===== src/rtl/prio_encoder_arb.sv =====
// Registered priority encoder / arbiter: N-bit request vector to W-bit index.
// Fixed-priority or round-robin selection behind a valid/ready output register.
//
// Ports:
//   clk        rising-edge clock
//   rst        synchronous active-high reset
//   req        request vector, bit k requests index k
//   mode       0 = fixed priority (lowest index), 1 = round-robin
//   out_ready  consumer accepts the current output
//   out_valid  output register holds a valid index
//   out_idx    selected index
//   out_multi  more than one request was set when out_idx was loaded
//   multi_cnt  saturating count of multi-hot loads
module prio_encoder_arb #(
  parameter int N     = 16,
  parameter int W     = 4,
  parameter int CNT_W = 8
) (
  input  logic             clk,
  input  logic             rst,
  input  logic [N-1:0]     req,
  input  logic             mode,
  input  logic             out_ready,
  output logic             out_valid,
  output logic [W-1:0]     out_idx,
  output logic             out_multi,
  output logic [CNT_W-1:0] multi_cnt
);

  logic             valid_q, valid_d;
  logic [W-1:0]     idx_q, idx_d;
  logic             multi_q, multi_d;
  logic [CNT_W-1:0] cnt_q, cnt_d;
  logic [W-1:0]     ptr_q, ptr_d;

  logic             load_en;
  logic [N-1:0]     ge_mask;
  logic [N-1:0]     hi_req;
  logic [W-1:0]     fp_idx;
  logic [W-1:0]     rr_idx;
  logic [W-1:0]     sel_idx;
  logic             is_multi;
  logic             cnt_sat;

  // Index of the lowest set bit; 0 when v is empty.
  function automatic logic [W-1:0] lsb_idx(
    input logic [N-1:0] v
  );
    logic [W-1:0] r;
    r = '0;
    for (int i = N - 1; i >= 0; i--) begin
      if (v[i]) r = W'(i);
    end
    return r;
  endfunction

  // Requests at or above the round-robin pointer.
  always_comb begin
    ge_mask = '0;
    for (int k = 0; k < N; k++) begin
      ge_mask[k] = (W'(k) >= ptr_q);
    end
  end

  assign hi_req = req & ge_mask;
  assign fp_idx = lsb_idx(req);

  // Nothing at/above ptr: wrap to the lowest request overall.
  assign rr_idx = (|hi_req) ? lsb_idx(hi_req) : fp_idx;

  assign sel_idx = mode ? rr_idx : fp_idx;

  // Clearing the lowest set bit leaves something only if multi-hot.
  assign is_multi = |(req & (req - N'(1)));

  assign cnt_sat = &cnt_q;
  assign load_en = !valid_q || out_ready;

  always_comb begin
    valid_d = valid_q;
    idx_d   = idx_q;
    multi_d = multi_q;
    cnt_d   = cnt_q;
    ptr_d   = ptr_q;
    if (load_en) begin
      if (|req) begin
        valid_d = 1'b1;
        idx_d   = sel_idx;
        multi_d = is_multi;
        if (mode) begin
          ptr_d = sel_idx + W'(1);
        end
        if (is_multi && !cnt_sat) begin
          cnt_d = cnt_q + CNT_W'(1);
        end
      end else begin
        valid_d = 1'b0;
      end
    end
  end

  always_ff @(posedge clk) begin
    if (rst) begin
      valid_q <= 1'b0;
      idx_q   <= '0;
      multi_q <= 1'b0;
      cnt_q   <= '0;
      ptr_q   <= '0;
    end else begin
      valid_q <= valid_d;
      idx_q   <= idx_d;
      multi_q <= multi_d;
      cnt_q   <= cnt_d;
      ptr_q   <= ptr_d;
    end
  end

  assign out_valid = valid_q;
  assign out_idx   = idx_q;
  assign out_multi = multi_q;
  assign multi_cnt = cnt_q;

endmodule


===== config.mk =====
export PLATFORM = sky130hd
export DESIGN_NAME = prio_encoder_arb
export DESIGN_NICKNAME = d
export VERILOG_FILES = /design/src/rtl/prio_encoder_arb.sv
export SDC_FILE = /design/constraint.sdc
export NUM_CORES = 1
export LEC_CHECK = 0
export BUFFER_PORTS_ARGS = -buffer_cell sky130_fd_sc_hd__buf_2
export CAP_MARGIN = 10
export CORE_MARGIN = 3
export CORE_UTILIZATION = 25
export CTS_CLUSTER_DIAMETER = 100
export DETAILED_ROUTE_END_ITERATION = 10
export HOLD_SLACK_MARGIN = 0.05
export REMOVE_ABC_BUFFERS = 1
export SLEW_MARGIN = 20
export SYNTH_ARGS = -nofsm -noshare
export SYNTH_HDL_FRONTEND = slang
export SYNTH_SLANG_ARGS = --single-unit

===== constraint.sdc =====
create_clock -name clk -period 3 [get_ports clk]
set_input_delay 0.3 -clock clk [delete_from_list [all_inputs] [get_ports clk]]
set_output_delay 0.3 -clock clk [all_outputs]
set_load 0.05 [all_outputs]

# Word level (Yosys, flattened, before mapping)
# Index checks and enable logic that the tools add are counted.
# classes
shift,0
n_eq_ne,0
n_bitwise,2
n_addsub,3
mul,0
order_cmp,16
div_mod_pow,0
reduce_logical,11
mux,35
# ops
operator,n
$mux W4,34
$reduce_or A16 Y1,3
$and A16 B16 Y16,2
$ge A4 B4 Y1 const A,8
$ge A3 B4 Y1 const A,4
$sub A16 B1 Y16 const B,1
$add A8 B1 Y8 const B,1
$ge A1 B4 Y1 const A,2
$ge A2 B4 Y1 const A,2
$reduce_and A8 Y1,1
$reduce_and A3 Y1,2
$add A4 B1 Y4 const B,1
$logic_not A1 Y1,2
$reduce_and A2 Y1,1
$logic_and A1 B1 Y1,1
$logic_or A1 B1 Y1,1
$mux W1,1
# word_totals
out_inout_bits,14
latchBits,0
mem_bits_rw,0
n_memories,0
inputBits,20
reg_bits,18
elab_cells,72
rom_bits,0

# Longest topological paths before layout
# depth
ltp_word,21
mapped_depth,11
mapped_depth_nobuf,9

# Least setup slack after synthesis
# Ideal clock, no wire load.
# synth_path
path_type,register -> register
from,register ptr_q[1]
to,register ptr_q[1]
t_arrival_ns,2.127
required_ns,2.872
setup_ns,0.128
path_buffers,1
synth_period_minus_slack_ns,2.255
setup_slack_ns,0.745
path_stages_with_launch,11
path_cell_list,dfxtp_1 -> buf_4 -> nand2b_1 -> a21oi_2 -> o41a_1 -> a221oi_1 -> a211oi_2 -> a211oi_2 -> ha_1 -> mux2i_1 -> nor2_1
# synth_via
elab_chain_len,21
word_cells_on_any_way,37
classes_between,add/sub (1); order compare (16); mux (18); bitwise (1); reduce/logical (1)
# synth_lines
item,line_no,text
"start, declared",34,"logic [W-1:0] ptr_q, ptr_d;"
"start signal, assigned",114,ptr_q <= ptr_d;
$ge A4 B4 Y1,61,ge_mask[k] = (W'(k) >= ptr_q);
$and A16 B16 Y16 *,65,assign hi_req = req & ge_mask;
$mux W4 (16 in a row),52,if (v[i]) r = W'(i);
$mux W4 *,69,assign rr_idx = (|hi_req) ? lsb_idx(hi_req) : fp_idx;
$mux W4 *,71,assign sel_idx = mode ? rr_idx : fp_idx;
net sel_idx[0],41,logic [W-1:0] sel_idx;
$add A4 B1 Y4 *,91,ptr_d = sel_idx + W'(1);
# The timed path passes the listed nets; every way through them passes the cells marked *.
# A chain may end at the register's enable or synchronous reset.

# Final worst setup path
# layout_path
from,register ptr_q[0]
to,register ptr_q[2]
# Same word-level chain as after synthesis.

==> metrics.md <==
| Metric | Value |
|---|---|
| Status | `finished, final reports clean` |
| Die height | `roughly 87 µm` |
| Met2 GRT Util | `a little under a fifth` |
| Top Ports | `34` |
| Startpoint type of the worst setup path | `register` |
| Critical path arrival | `~2.8 ns` |
| Met3 Resource Use GR | `between 1.5 and 2%` |
| Vias in the first global route | `1583` |
| Tot GR Track Use | `between 10% and 20%` |
| CTS tree | `done` |
| Wire per inst | `approximately 13 µm` |
| Die width | `between 80 and 90 µm` |
| FILL cells | `around 700` |
| Crit-path most repeated cell | `a211oi_2` |
| Total setup buffers inserted after CTS | `0` |
| Routability cong. | `approximately 0.9` |
| Maxcap violations | `0` |
| Hold Path Depth | `3` |
| Ys flop type | `dfxtp_1` |
| Inserted Diodes | `0` |
| IO buf count | `33` |
| Fin nets | `about 270` |
| Post-cts hold buffer count | `0` |
| Clk_skew | `0.00149 ns` |
| Detailed-route DRC error count | `0` |
| Clock Path Buffers | `2` |
| Reg-to-reg setup timing slack | `around 0.33 ns` |
| Synthesized flop and latch total | `18` |
| Gr ovfl total | `0` |
| Via count | `approximately 1700` |
| Worst r2r path cells | `10` |
| Clk sinks | `18` |
| P&R area growth vs syn | `15.5%` |
| Largest stage delay, worst path | `between 0.3 and 0.4 ns` |
| Final hold vios | `0` |
| HPWL Detailed | `between 3 and 4 mm` |
| CTS clk-pin slew, worst paths | `approximately 0.070 ns` |
| PD cells | `around 380 nW/µm²` |
| H-tree levels | `1` |
| Placeable core area | `about 6400 µm²` |
| Largest net degree at the start of global routing | `20` |
| Initial antenna violation count | `0` |
| Syn_area_per_cell | `about 7.6 µm²` |
| Yosys warns | `0` |
| CP max stage cell | `o31ai_4` |
| Synth Cell Area | `1660 µm²` |
| # rows | `29` |
| CP Max Fanout | `14` |
| Yosys top cell by area | `dfxtp_1` |
| Crit. End Element | `register` |
| Initial DRC Count | `roughly 150` |
| Top cells by area, synth | `dfxtp_1, nor2_1, mux2i_1` |
| CP cell instances | `buf_4 > a21boi_1 > o21ai_1 > o2111ai_2 > o31ai_4 > a211oi_2 > a211oi_2 > ha_1 > xnor2_1 > a211oi_1` |
| Slew Limit Fails | `0` |
| Post-synth top area share | `a little over a fifth` |
| Maximum VDD drop | `around 270 µV` |
| Final Power | `between 0.7 and 0.8 mW` |
| Skew-Pair Late Insertion Delay | `between 0.2 and 0.3 ns` |
| Worst slew margin | `71.7%` |
| CP bufs+invs | `1` |
| Yosys cell types | `62` |
| Worst Max-Slew Pin Slew | `around 0.43 ns` |
| Clock Root Buffer | `clkbuf_8` |
| CTS resizes | `0` |
| CP Depth | `10` |
| Hold WC Path Type | `in2reg` |
| Critical Path RT | `between 3 and 4 ns` |
| Layout cell share with drive strength beyond 1 | `24.6%` |
| RSZ-0062 raised after global routing | `no` |
| Met1 Use GR | `between 15 and 20%` |
| Sequential share of the synthesized area | `between 20% and 30%` |
| LEAKAGE | `~0.73 nW` |
| Syn Inst Count | `about 220` |
| EDFF count, synth | `0` |
| Setup violators final | `0` |
| Sum Neg Setup Slack | `0 ns` |
| Via-to-Cell Ratio | `around 5.2` |
| Post-DRT Antenna Nets | `0` |
| GR peak layer | `met1` |
| Drt pass-1 iters | `4` |
| Family with the most delay on the worst path | `compound AO/OA/AOI/OAI gates` |
| TritonCTS Buffers | `3` |
| Fmax | `374 MHz` |
| Async SR Flop Fraction | `0%` |
| Setup Crit Path Kind | `reg2reg` |
| Final min period | `roughly 2.7 ns` |
| Wire length of the first global-routing pass | `approximately 7.7 mm` |
| Starting density of the core | `~26%` |
| WL final | `approximately 4.3 mm` |
| Die area | `between 7000 and 8000 µm²` |
| Tcrit/Tclk final | `between 80% and 90%` |
-- kinds of logic (layout without fill, tap and decap cells) --
kind of cell | Yosys count | count (layout) | synth area share, %
muxes | 6 | 6 | 3.62
xor gates and xnor gates | 5 | 5 | 2.64
buffers and inverters | 25 | 51 | 7.84
DFF | 18 | 18 | 21.7
AOI/OAI and AO/OA | 71 | 71 | 33.4
and+or+nand+nor | 90 | 90 | 28.7
adders and majority gates | 3 | 3 | 2.11
-- power breakdown --
| part | switching (mW) | internal [mW] |
|---|---|---|
| Sequential | 0.0231 | 0.255 |
| Clock | 0.0773 | 0.116 |
| Combinational | 0.165 | 0.0934 |
| Total | 0.265 | 0.465 |
-- synth_stat cells, drive strengths merged (3+ instances only) --
cell type / n
a211oi: 6
a21boi: 3
a21oi: 12
a221oi: 3
a31o: 4
a31oi: 3
buf: 9
clkbuf: 6
dfxtp: 18
inv: 10
mux2i: 6
nand2: 12
nand2b: 9
nand3: 10
nand4: 4
nor2: 28
nor3: 8
nor4: 5
o2111ai: 3
o211ai: 4
o21ai: 10
o31ai: 7
or3: 4
xnor2: 4
-- layer usage --
layer  vias to the layer above  share of wire [%]
met5                         -                  0
met4                         0               0.74
met3                         2                4.6
met2                        35                 45
met1                       766                 49
li1                        871                  -
-- stage by stage --
| stage | cells | area [µm²] | utilization [%] | hold slack [ns] | setup WS (ns) |
|---|---|---|---|---|---|
| 5_1_grt | 321 | 1920 | 30.0 | 0.401 | 0.0410 |
| 2_1_floorplan | 203 | 1570 | - | 0.368 | 0.501 |
| 6_report | 321 | 1920 | 30.0 | 0.373 | 0.327 |
| 3_3_place_gp | 317 | 1860 | 29.1 | 0.459 | 0.218 |
| 3_5_place_dp | 317 | 1860 | 29.1 | 0.465 | 0.109 |
| 4_1_cts | 321 | 1910 | 30.0 | 0.389 | 0.109 |
-- final timing paths --
path / startpoint / endpoint
setup reg to reg: ptr_q[0]$_SDFFE_PP0P_ / ptr_q[2]$_SDFFE_PP0P_
hold / removal: out_ready / out_valid$_SDFFE_PP0P_
hold reg to reg: out_multi$_SDFFE_PP0P_ / out_multi$_SDFFE_PP0P_
setup / recovery: ptr_q[0]$_SDFFE_PP0P_ / ptr_q[2]$_SDFFE_PP0P_
-- final cells by class --
| cell class | count | area [µm²] | area share [%] |
|---|---|---|---|
| Timing Repair Buffer | 37 | 195 | 10.2 |
| Sequential cell | 18 | 363 | 18.9 |
| Tap cell | 77 | 96.3 | 5.03 |
| Inverter | 10 | 37.5 | 1.96 |
| Clock buffer | 4 | 55.1 | 2.87 |
| Multi-Input combinational cell | 175 | 1170 | 61.0 |
-- cell usage in the layout, fill, tap and decap left out, types with 3 or more instances in the layout --
cell and instances:
a211oi_1 4, a21oi_1 10, a221oi_1 3, a31o_2 3
a31oi_1 3, buf_2 33, buf_4 4, clkbuf_8 4
dfxtp_1 16, inv_1 10, mux2i_1 6, nand2_1 12
nand2b_1 9, nand3_1 9, nand4_1 3, nor2_1 28
nor3_1 8, nor4_1 5, o211ai_1 3, o21ai_0 7
o21ai_1 3, o31ai_1 6, or3_1 4, xnor2_1 4
-- worst reg2reg max path: stages, from the launching register on --
cell       delay, ns
dfxtp_1         0.34
buf_4           0.22
a21boi_1        0.09
o21ai_1         0.33
o2111ai_2       0.24
o31ai_4         0.39
a211oi_2        0.08
a211oi_2        0.38
ha_1            0.24
xnor2_1         0.07
a211oi_1        0.22
-- flip-flops by register name (all words and copies together), names as in the netlist --
register,count
out_valid,1
multi_cnt,8
ptr_q,4
out_idx,4
out_multi,1
No activity file was read; power rests on OpenSTA's default activity.
